File: src/rtl/conv_allocator_if.sv
// Bus bundle of one allocator: broadcast pixel stream, weight memory read port
// and the result valid/ready handshake.
interface conv_allocator_if #(
    parameter int ACC_W  = 48,
    parameter int TAP_W  = 14,
    parameter int DATA_W = 18,
    parameter int COEF_W = 18
);
    logic        [7:0]        issue_x;
    logic        [7:0]        issue_y;
    logic signed [DATA_W-1:0] issue_data;
    logic                     issue_en;
    logic                     issue_block;
    logic        [TAP_W-1:0]  weight_addr;
    logic signed [COEF_W-1:0] weight_data;
    logic signed [ACC_W-1:0]  result_data;
    logic        [7:0]        result_x;
    logic        [7:0]        result_y;
    logic                     result_valid;
    logic                     result_ready;

    modport slave (
        input  issue_x, issue_y, issue_data, issue_en, weight_data, result_ready,
        output issue_block, weight_addr, result_data, result_x, result_y, result_valid
    );

    modport master (
        output issue_x, issue_y, issue_data, issue_en, weight_data, result_ready,
        input  issue_block, weight_addr, result_data, result_x, result_y, result_valid
    );
endinterface

File: src/rtl/conv_allocator.sv
// One convolution DSP slot: latches a filter centre, picks its window out of the
// broadcast pixel stream, multiply-accumulates against fetched weights, emits one result.
module conv_allocator #(
    parameter int ACC_W  = 48,
    parameter int TAP_W  = 14,
    parameter int DATA_W = 18,
    parameter int COEF_W = 18
) (
    input  logic                clk,
    input  logic                rst,
    input  logic [7:0]          position_x,
    input  logic [7:0]          position_y,
    input  logic                position_select,
    input  logic [1:0]          filter_halfsize,
    input  logic [8:0]          z_max,
    conv_allocator_if.slave     bus,
    output logic                overrun
);

    typedef enum logic [1:0] {IDLE, ARMED, DRAIN, DONE} state_t;

    state_t                    state_q, state_d;
    logic        [7:0]         cx_q, cx_d, cy_q, cy_d;
    logic        [1:0]         h_q, h_d;
    logic        [TAP_W-1:0]   total_q, total_d;
    logic        [TAP_W-1:0]   tap_q, tap_d;
    logic        [TAP_W-1:0]   weight_addr_q, weight_addr_d;
    logic signed [ACC_W-1:0]   acc_q, acc_d;
    logic signed [ACC_W-1:0]   result_data_q, result_data_d;
    logic        [7:0]         result_x_q, result_x_d, result_y_q, result_y_d;
    logic                      result_valid_q, result_valid_d;
    logic                      issue_block_q, issue_block_d;
    logic                      overrun_q, overrun_d;
    logic                      drain_q, drain_d;
    logic                      vld_p1_q, vld_p1_d, vld_p2_q, vld_p2_d;
    logic signed [DATA_W-1:0]  pix_p1_q, pix_p1_d, pix_p2_q, pix_p2_d;

    logic                      hit;
    logic                      start;
    logic        [8:0]         h9;
    logic        [2:0]         side;
    logic        [5:0]         area;

    function automatic logic signed [ACC_W-1:0] mac(
        input logic signed [ACC_W-1:0]  acc,
        input logic signed [DATA_W-1:0] a,
        input logic signed [COEF_W-1:0] b
    );
        logic signed [DATA_W+COEF_W-1:0] prod;
        logic signed [ACC_W-1:0]         prod_ext;
        prod     = (DATA_W+COEF_W)'(a) * (DATA_W+COEF_W)'(b);
        prod_ext = ACC_W'(prod);
        return acc + prod_ext;
    endfunction

    // Window test in 9 bits so a centre near 0 or 255 never wraps.
    always_comb begin
        h9  = {7'd0, h_q};
        hit = bus.issue_en
            && (({1'b0, bus.issue_x} + h9) >= {1'b0, cx_q})
            && ({1'b0, bus.issue_x} <= ({1'b0, cx_q} + h9))
            && (({1'b0, bus.issue_y} + h9) >= {1'b0, cy_q})
            && ({1'b0, bus.issue_y} <= ({1'b0, cy_q} + h9));
    end

    always_comb begin
        state_d        = state_q;
        cx_d           = cx_q;
        cy_d           = cy_q;
        h_d            = h_q;
        total_d        = total_q;
        tap_d          = tap_q;
        weight_addr_d  = weight_addr_q;
        result_data_d  = result_data_q;
        result_x_d     = result_x_q;
        result_y_d     = result_y_q;
        result_valid_d = result_valid_q;
        issue_block_d  = issue_block_q;
        overrun_d      = overrun_q;
        drain_d        = drain_q;
        start          = 1'b0;
        side           = {filter_halfsize, 1'b1};
        area           = 6'(side) * 6'(side);

        // p1: hit registered with its pixel; p2: pixel waits for the weight word.
        vld_p1_d = 1'b0;
        pix_p1_d = bus.issue_data;
        vld_p2_d = vld_p1_q;
        pix_p2_d = pix_p1_q;
        acc_d    = vld_p2_q ? mac(acc_q, pix_p2_q, bus.weight_data) : acc_q;

        unique case (state_q)
            IDLE: begin
                if (position_select) start = 1'b1;
            end
            ARMED: begin
                if (position_select) begin
                    start = 1'b1;
                end else if (hit) begin
                    weight_addr_d = tap_q;
                    tap_d         = tap_q + TAP_W'(1);
                    vld_p1_d      = 1'b1;
                    if (tap_d == total_q) begin
                        state_d = DRAIN;
                        drain_d = 1'b0;
                    end
                end
            end
            DRAIN: begin
                if (position_select) begin
                    start = 1'b1;
                end else if (drain_q) begin
                    // Last product lands on this edge, so take the updated sum.
                    result_data_d  = acc_d;
                    result_x_d     = cx_q;
                    result_y_d     = cy_q;
                    result_valid_d = 1'b1;
                    issue_block_d  = 1'b1;
                    state_d        = DONE;
                end else begin
                    drain_d = 1'b1;
                end
            end
            DONE: begin
                if (result_valid_q && bus.result_ready) begin
                    result_valid_d = 1'b0;
                    issue_block_d  = 1'b0;
                    state_d        = IDLE;
                    if (position_select) start = 1'b1;
                end else if (position_select) begin
                    overrun_d = 1'b1;
                end
            end
            default: state_d = IDLE;
        endcase

        // A new round discards anything still in the product pipeline.
        if (start) begin
            cx_d     = position_x;
            cy_d     = position_y;
            h_d      = filter_halfsize;
            total_d  = TAP_W'(area) * (TAP_W'(z_max) + TAP_W'(1));
            tap_d    = '0;
            acc_d    = '0;
            vld_p1_d = 1'b0;
            vld_p2_d = 1'b0;
            drain_d  = 1'b0;
            state_d  = ARMED;
        end
    end

    always_ff @(posedge clk or posedge rst) begin
        if (rst) begin
            state_q        <= IDLE;
            tap_q          <= '0;
            weight_addr_q  <= '0;
            acc_q          <= '0;
            result_data_q  <= '0;
            result_x_q     <= '0;
            result_y_q     <= '0;
            result_valid_q <= 1'b0;
            issue_block_q  <= 1'b0;
            overrun_q      <= 1'b0;
            drain_q        <= 1'b0;
            vld_p1_q       <= 1'b0;
            vld_p2_q       <= 1'b0;
        end else begin
            state_q        <= state_d;
            tap_q          <= tap_d;
            weight_addr_q  <= weight_addr_d;
            acc_q          <= acc_d;
            result_data_q  <= result_data_d;
            result_x_q     <= result_x_d;
            result_y_q     <= result_y_d;
            result_valid_q <= result_valid_d;
            issue_block_q  <= issue_block_d;
            overrun_q      <= overrun_d;
            drain_q        <= drain_d;
            vld_p1_q       <= vld_p1_d;
            vld_p2_q       <= vld_p2_d;
        end
    end

    always_ff @(posedge clk) begin
        cx_q     <= cx_d;
        cy_q     <= cy_d;
        h_q      <= h_d;
        total_q  <= total_d;
        pix_p1_q <= pix_p1_d;
        pix_p2_q <= pix_p2_d;
    end

    assign bus.issue_block  = issue_block_q;
    assign bus.weight_addr  = weight_addr_q;
    assign bus.result_data  = result_data_q;
    assign bus.result_x     = result_x_q;
    assign bus.result_y     = result_y_q;
    assign bus.result_valid = result_valid_q;
    assign overrun          = overrun_q;

endmodule

File: src/flat_wrapper.sv
// flat-port wrapper written by rule: the top's interface ports become plain ports
module conv_allocator_flat 
#(
    parameter int ACC_W  = 48,
    parameter int TAP_W  = 14,
    parameter int DATA_W = 18,
    parameter int COEF_W = 18
)
  (clk, rst, position_x, position_y, position_select, filter_halfsize, z_max, overrun, bus_issue_x, bus_issue_y, bus_issue_data, bus_issue_en, bus_weight_data, bus_result_ready, bus_issue_block, bus_weight_addr, bus_result_data, bus_result_x, bus_result_y, bus_result_valid);
  conv_allocator_if #(.ACC_W(ACC_W), .TAP_W(TAP_W), .DATA_W(DATA_W), .COEF_W(COEF_W)) bus_i ();
  input  logic clk;
  input  logic rst;
  input  logic [7:0] position_x;
  input  logic [7:0] position_y;
  input  logic position_select;
  input  logic [1:0] filter_halfsize;
  input  logic [8:0] z_max;
  output logic overrun;
  input wire logic [$bits(bus_i.issue_x)-1:0] bus_issue_x;
  input wire logic [$bits(bus_i.issue_y)-1:0] bus_issue_y;
  input wire logic [$bits(bus_i.issue_data)-1:0] bus_issue_data;
  input wire logic [$bits(bus_i.issue_en)-1:0] bus_issue_en;
  input wire logic [$bits(bus_i.weight_data)-1:0] bus_weight_data;
  input wire logic [$bits(bus_i.result_ready)-1:0] bus_result_ready;
  output wire logic [$bits(bus_i.issue_block)-1:0] bus_issue_block;
  output wire logic [$bits(bus_i.weight_addr)-1:0] bus_weight_addr;
  output wire logic [$bits(bus_i.result_data)-1:0] bus_result_data;
  output wire logic [$bits(bus_i.result_x)-1:0] bus_result_x;
  output wire logic [$bits(bus_i.result_y)-1:0] bus_result_y;
  output wire logic [$bits(bus_i.result_valid)-1:0] bus_result_valid;
  assign bus_i.issue_x = bus_issue_x;
  assign bus_i.issue_y = bus_issue_y;
  assign bus_i.issue_data = bus_issue_data;
  assign bus_i.issue_en = bus_issue_en;
  assign bus_i.weight_data = bus_weight_data;
  assign bus_i.result_ready = bus_result_ready;
  assign bus_issue_block = bus_i.issue_block;
  assign bus_weight_addr = bus_i.weight_addr;
  assign bus_result_data = bus_i.result_data;
  assign bus_result_x = bus_i.result_x;
  assign bus_result_y = bus_i.result_y;
  assign bus_result_valid = bus_i.result_valid;
  conv_allocator #(.ACC_W(ACC_W), .TAP_W(TAP_W), .DATA_W(DATA_W), .COEF_W(COEF_W)) u_core (.clk(clk), .rst(rst), .position_x(position_x), .position_y(position_y), .position_select(position_select), .filter_halfsize(filter_halfsize), .z_max(z_max), .bus(bus_i), .overrun(overrun));
endmodule
File: config.mk
export PLATFORM = sky130hd
export DESIGN_NAME = conv_allocator_flat
export DESIGN_NICKNAME = d
export VERILOG_FILES = /design/src/rtl/conv_allocator_if.sv /design/src/rtl/conv_allocator.sv /design/src/flat_wrapper.sv
export SDC_FILE = /design/constraint.sdc
export NUM_CORES = 2
export LEC_CHECK = 0
export ABC_AREA = 1
export CAP_MARGIN = 40
export CORE_MARGIN = 2
export CORE_UTILIZATION = 60
export CTS_BUF_LIST = sky130_fd_sc_hd__clkbuf_16
export CTS_CLUSTER_DIAMETER = 40
export DETAILED_ROUTE_END_ITERATION = 8
export GPL_TIMING_DRIVEN = 0
export PLACE_DENSITY_LB_ADDON = 0.1
export SLEW_MARGIN = 5
export SYNTH_ARGS = -nofsm -noshare
export SYNTH_HDL_FRONTEND = slang
export SYNTH_SLANG_ARGS = --single-unit
File: constraint.sdc
create_clock -name clk -period 9.2 [get_ports clk]
set_clock_uncertainty 0.15 [all_clocks]
set_input_delay 1.38 -clock clk [delete_from_list [all_inputs] [get_ports clk]]
set_output_delay 1.38 -clock clk [all_outputs]
set_load 0.01 [all_outputs]
==> summary.md <==
| Metric | Value |
|---|---|
| CP Capture Type | flop |
| Most frequent cells in the layout | inv_1, nand2_1, fa_1 |
| DR pass1 iterations | 5 |
| Placer Congestion | 0.9932 |
| Main flop type after synthesis | dfrtp_1 |
| Register area share after synthesis | 19.43% |
| Sink Count | 215 |
| CTS resizes | 0 |
| Final ANT Viol Nets | 0 |
| Hold WS | 171.0 ps |
| Fin. Hold Viols | 0 |
| Vias | 22,654 |
| CTS root buf | clkbuf_16 |
| Multi-input gate area | 18,610 um^2 |
| Syn Inst Count | 3,391 |
| Number of port buffers | 147 |
| Clock buffer count from CTS | 41 |
| GR Util All Layers | 34.76% |
| Global-route wire length before repair | 126,900 um |
| Fillers | 3,743 |
| Max H-tree Level | 2 |
| DP HPWL | 66,380 um |
| Nets | 4,320 |
| Total setup buffers inserted after CTS | 0 |
| Core area | 45,380 um^2 |
| HP Class | flop to flop |
| Peak Freq | 0.1163 GHz |
| Sum Neg Setup Slack | 0 ps |
| CTS Hold Bufs | 0 |
| Iteration-0 DRC Markers | 1,502 |
| Area delta synth->final | 13.44% |
| CTS tree | built |
| Final min period | 8601 ps |
| R2R setup slack | 1030 ps |
| Post-Route WL | 79,090 um |
| Maximum clock insertion buffer count | 3 |
| Warnings, synthesis | 0 |
| Mapped cell area | 27,590 um^2 |
| Worst Path Class, Setup | input pin to flop |
| Ant diodes | 0 |
| WP data arrival | 8920 ps |
| Die Width | 218.4 um |
| Commonest non-fill, non-tap cell in the layout | inv_1 |
| CTS clk-pin slew, worst paths | 50 ps |
| FF+latch count, synth | 215 |
| Tcrit/Tclk final | 93.49% |
| Layout cells sized above 1 | 3.678% |
| Starting Density | 60.80% |
| Grt total ovfl | 0 |
| I/O pins | 165 |
| Worst-skew pair later-pin latency | 570 ps |
| Rel. slew slack | 42.28% |
| DRC violations left | 0 |
| Initial antenna violation count | 0 |
| Distinct cells, synth | 43 |
| Largest net degree at the start of global routing | 85 |
| Critical Path RT | 9510 ps |
| Vias per inst | 5.373 |
| Max Fanout on Critical Path | 10 |
| Post-synth ARST share | 68.37% |
| RSZ-0062 raised after global routing | no |
| Die area | 47,720 um^2 |
| Slew at the pin with the worst max-slew slack | 865.8 ps |
| Max-cap violations | 0 |
| Fin. max-slew vios | 0 |
| Number of global-route vias before repair | 24,163 |
| Status | completed |
| Critical Path Start Type | input pin |
| EDFF count, synth | 32 |
| Mean area per synthesized cell | 8.137 um^2 |
| Reg area | 5360 um^2 |
| Die H | 218.4 um |
| # setup viols final | 0 |
| Syn nets | 4,127 |
| Row cnt | 78 |
| Post-DR wirelength/cell | 18.76 um |
==> Yosys cell counts (11+ instances only) <==
cell type	n	share of area (%)
inv_1	836	11
nand2_1	818	11
fa_1	443	32
nor2_1	224	3.0
ha_1	209	9.5
dfrtp_1	147	13
o21ai_0	122	2.2
nand3_1	118	2.1
clkbuf_1	91	1.2
a21oi_1	72	1.3
xor2_1	37	1.2
dfxtp_1	36	2.6
edfxtp_1	32	3.5
nand4_1	29	0.66
xnor2_1	25	0.79
o21ai_1	17	0.31
nor3_1	12	0.22
buf_1	11	0.15
nand3b_1	11	0.30
==> sequential cells by signal (all words and copies together) (netlist names) <==
name and flops:
u_core.overrun 1, u_core.pix_p2_q 18, u_core.bus.weight_addr 14, u_core.drain_q 1, u_core.cy_q 8, u_core.bus.result_data 48, u_core.state_q 2, u_core.total_q 14
u_core.vld_p2_q 1, u_core.bus.result_y 8, u_core.h_q 2, u_core.cx_q 8, u_core.bus.result_x 8, u_core.bus.result_valid 1, u_core.tap_q 14, u_core.acc_q 48
u_core.vld_p1_q 1, u_core.pix_p1_q 18
==> cells by family after synthesis <==
group,count (synthesis),share of synthesized area [%]
simple gates,1244,18.27
buf+inv,951,13.12
fa+ha+maj,652,41.62
compound gates,266,5.519
flops,215,19.43
xor+xnor,63,2.050
==> cell type report <==
type	count	area share, %
Multi-Input combinational cell	2225	59.46
Sequential cell	215	17.12
Inverter	842	10.11
Timing Repair Buffer	150	4.941
Clock buffer	44	3.518
Tap cell	600	2.398
Buffer	109	1.471
Clock inverter	31	0.9713
==> final timing paths <==
kind | startpoint | to | cells after the start
max | bus_weight_data[4] | u_core.bus.result_data[44] | 22
min | u_core.pix_p1_q[16] | u_core.pix_p2_q[16] | 0
max reg2reg | u_core.pix_p2_q[17] | u_core.bus.result_data[44] | 22
min reg2reg | u_core.pix_p1_q[16] | u_core.pix_p2_q[16] | 0
max in group asynchronous | rst | u_core.acc_q[30] | 3
min in group asynchronous | rst | u_core.bus.result_x[7] | 2
==> metal layers <==
metal  GRT usage (%)  part of all wire (%)  wire length, um  up-vias
met5               0                     0                0        -
met4           15.01                   4.6             3619        0
met3           6.347                   6.8             5381      216
met2           60.84                    50            39720      806
met1           41.99                    38            30370    11181
li1                -                     -                -    10451
==> stage by stage <==
step / instances / utilization, % / cell area (um^2) / setup slack [ps]
after floorplan: 3391 / - / 27590 / 1152
after global placement: 4138 / 65.70 / 29810 / -190.1
after detailed placement: 4141 / 65.88 / 29900 / 124.3
after CTS: 4216 / 68.97 / 31300 / 675.0
after global routing: 4216 / 68.97 / 31300 / 341.1
final: 4216 / 68.97 / 31300 / 598.9
==> worst max-delay path, cell delays in order <==
cell and delay, ps:
clkbuf_1 460, clkbuf_1 490, nand2_1 200, fa_1 600
fa_1 680, fa_1 580, fa_1 810, inv_1 290
fa_1 570, fa_1 410, ha_1 290, ha_1 450
nand2_1 120, nor2_1 260, nand2_1 180, nor2_1 230
nand3_1 220, nand3_1 140, nand2_1 60, nand3_1 140
nand2_1 120, o21ai_0 210
Power is left out: the tool's default activity adds up to more than one toggle a clock period on the data nets, which glitch-free logic cannot reach.
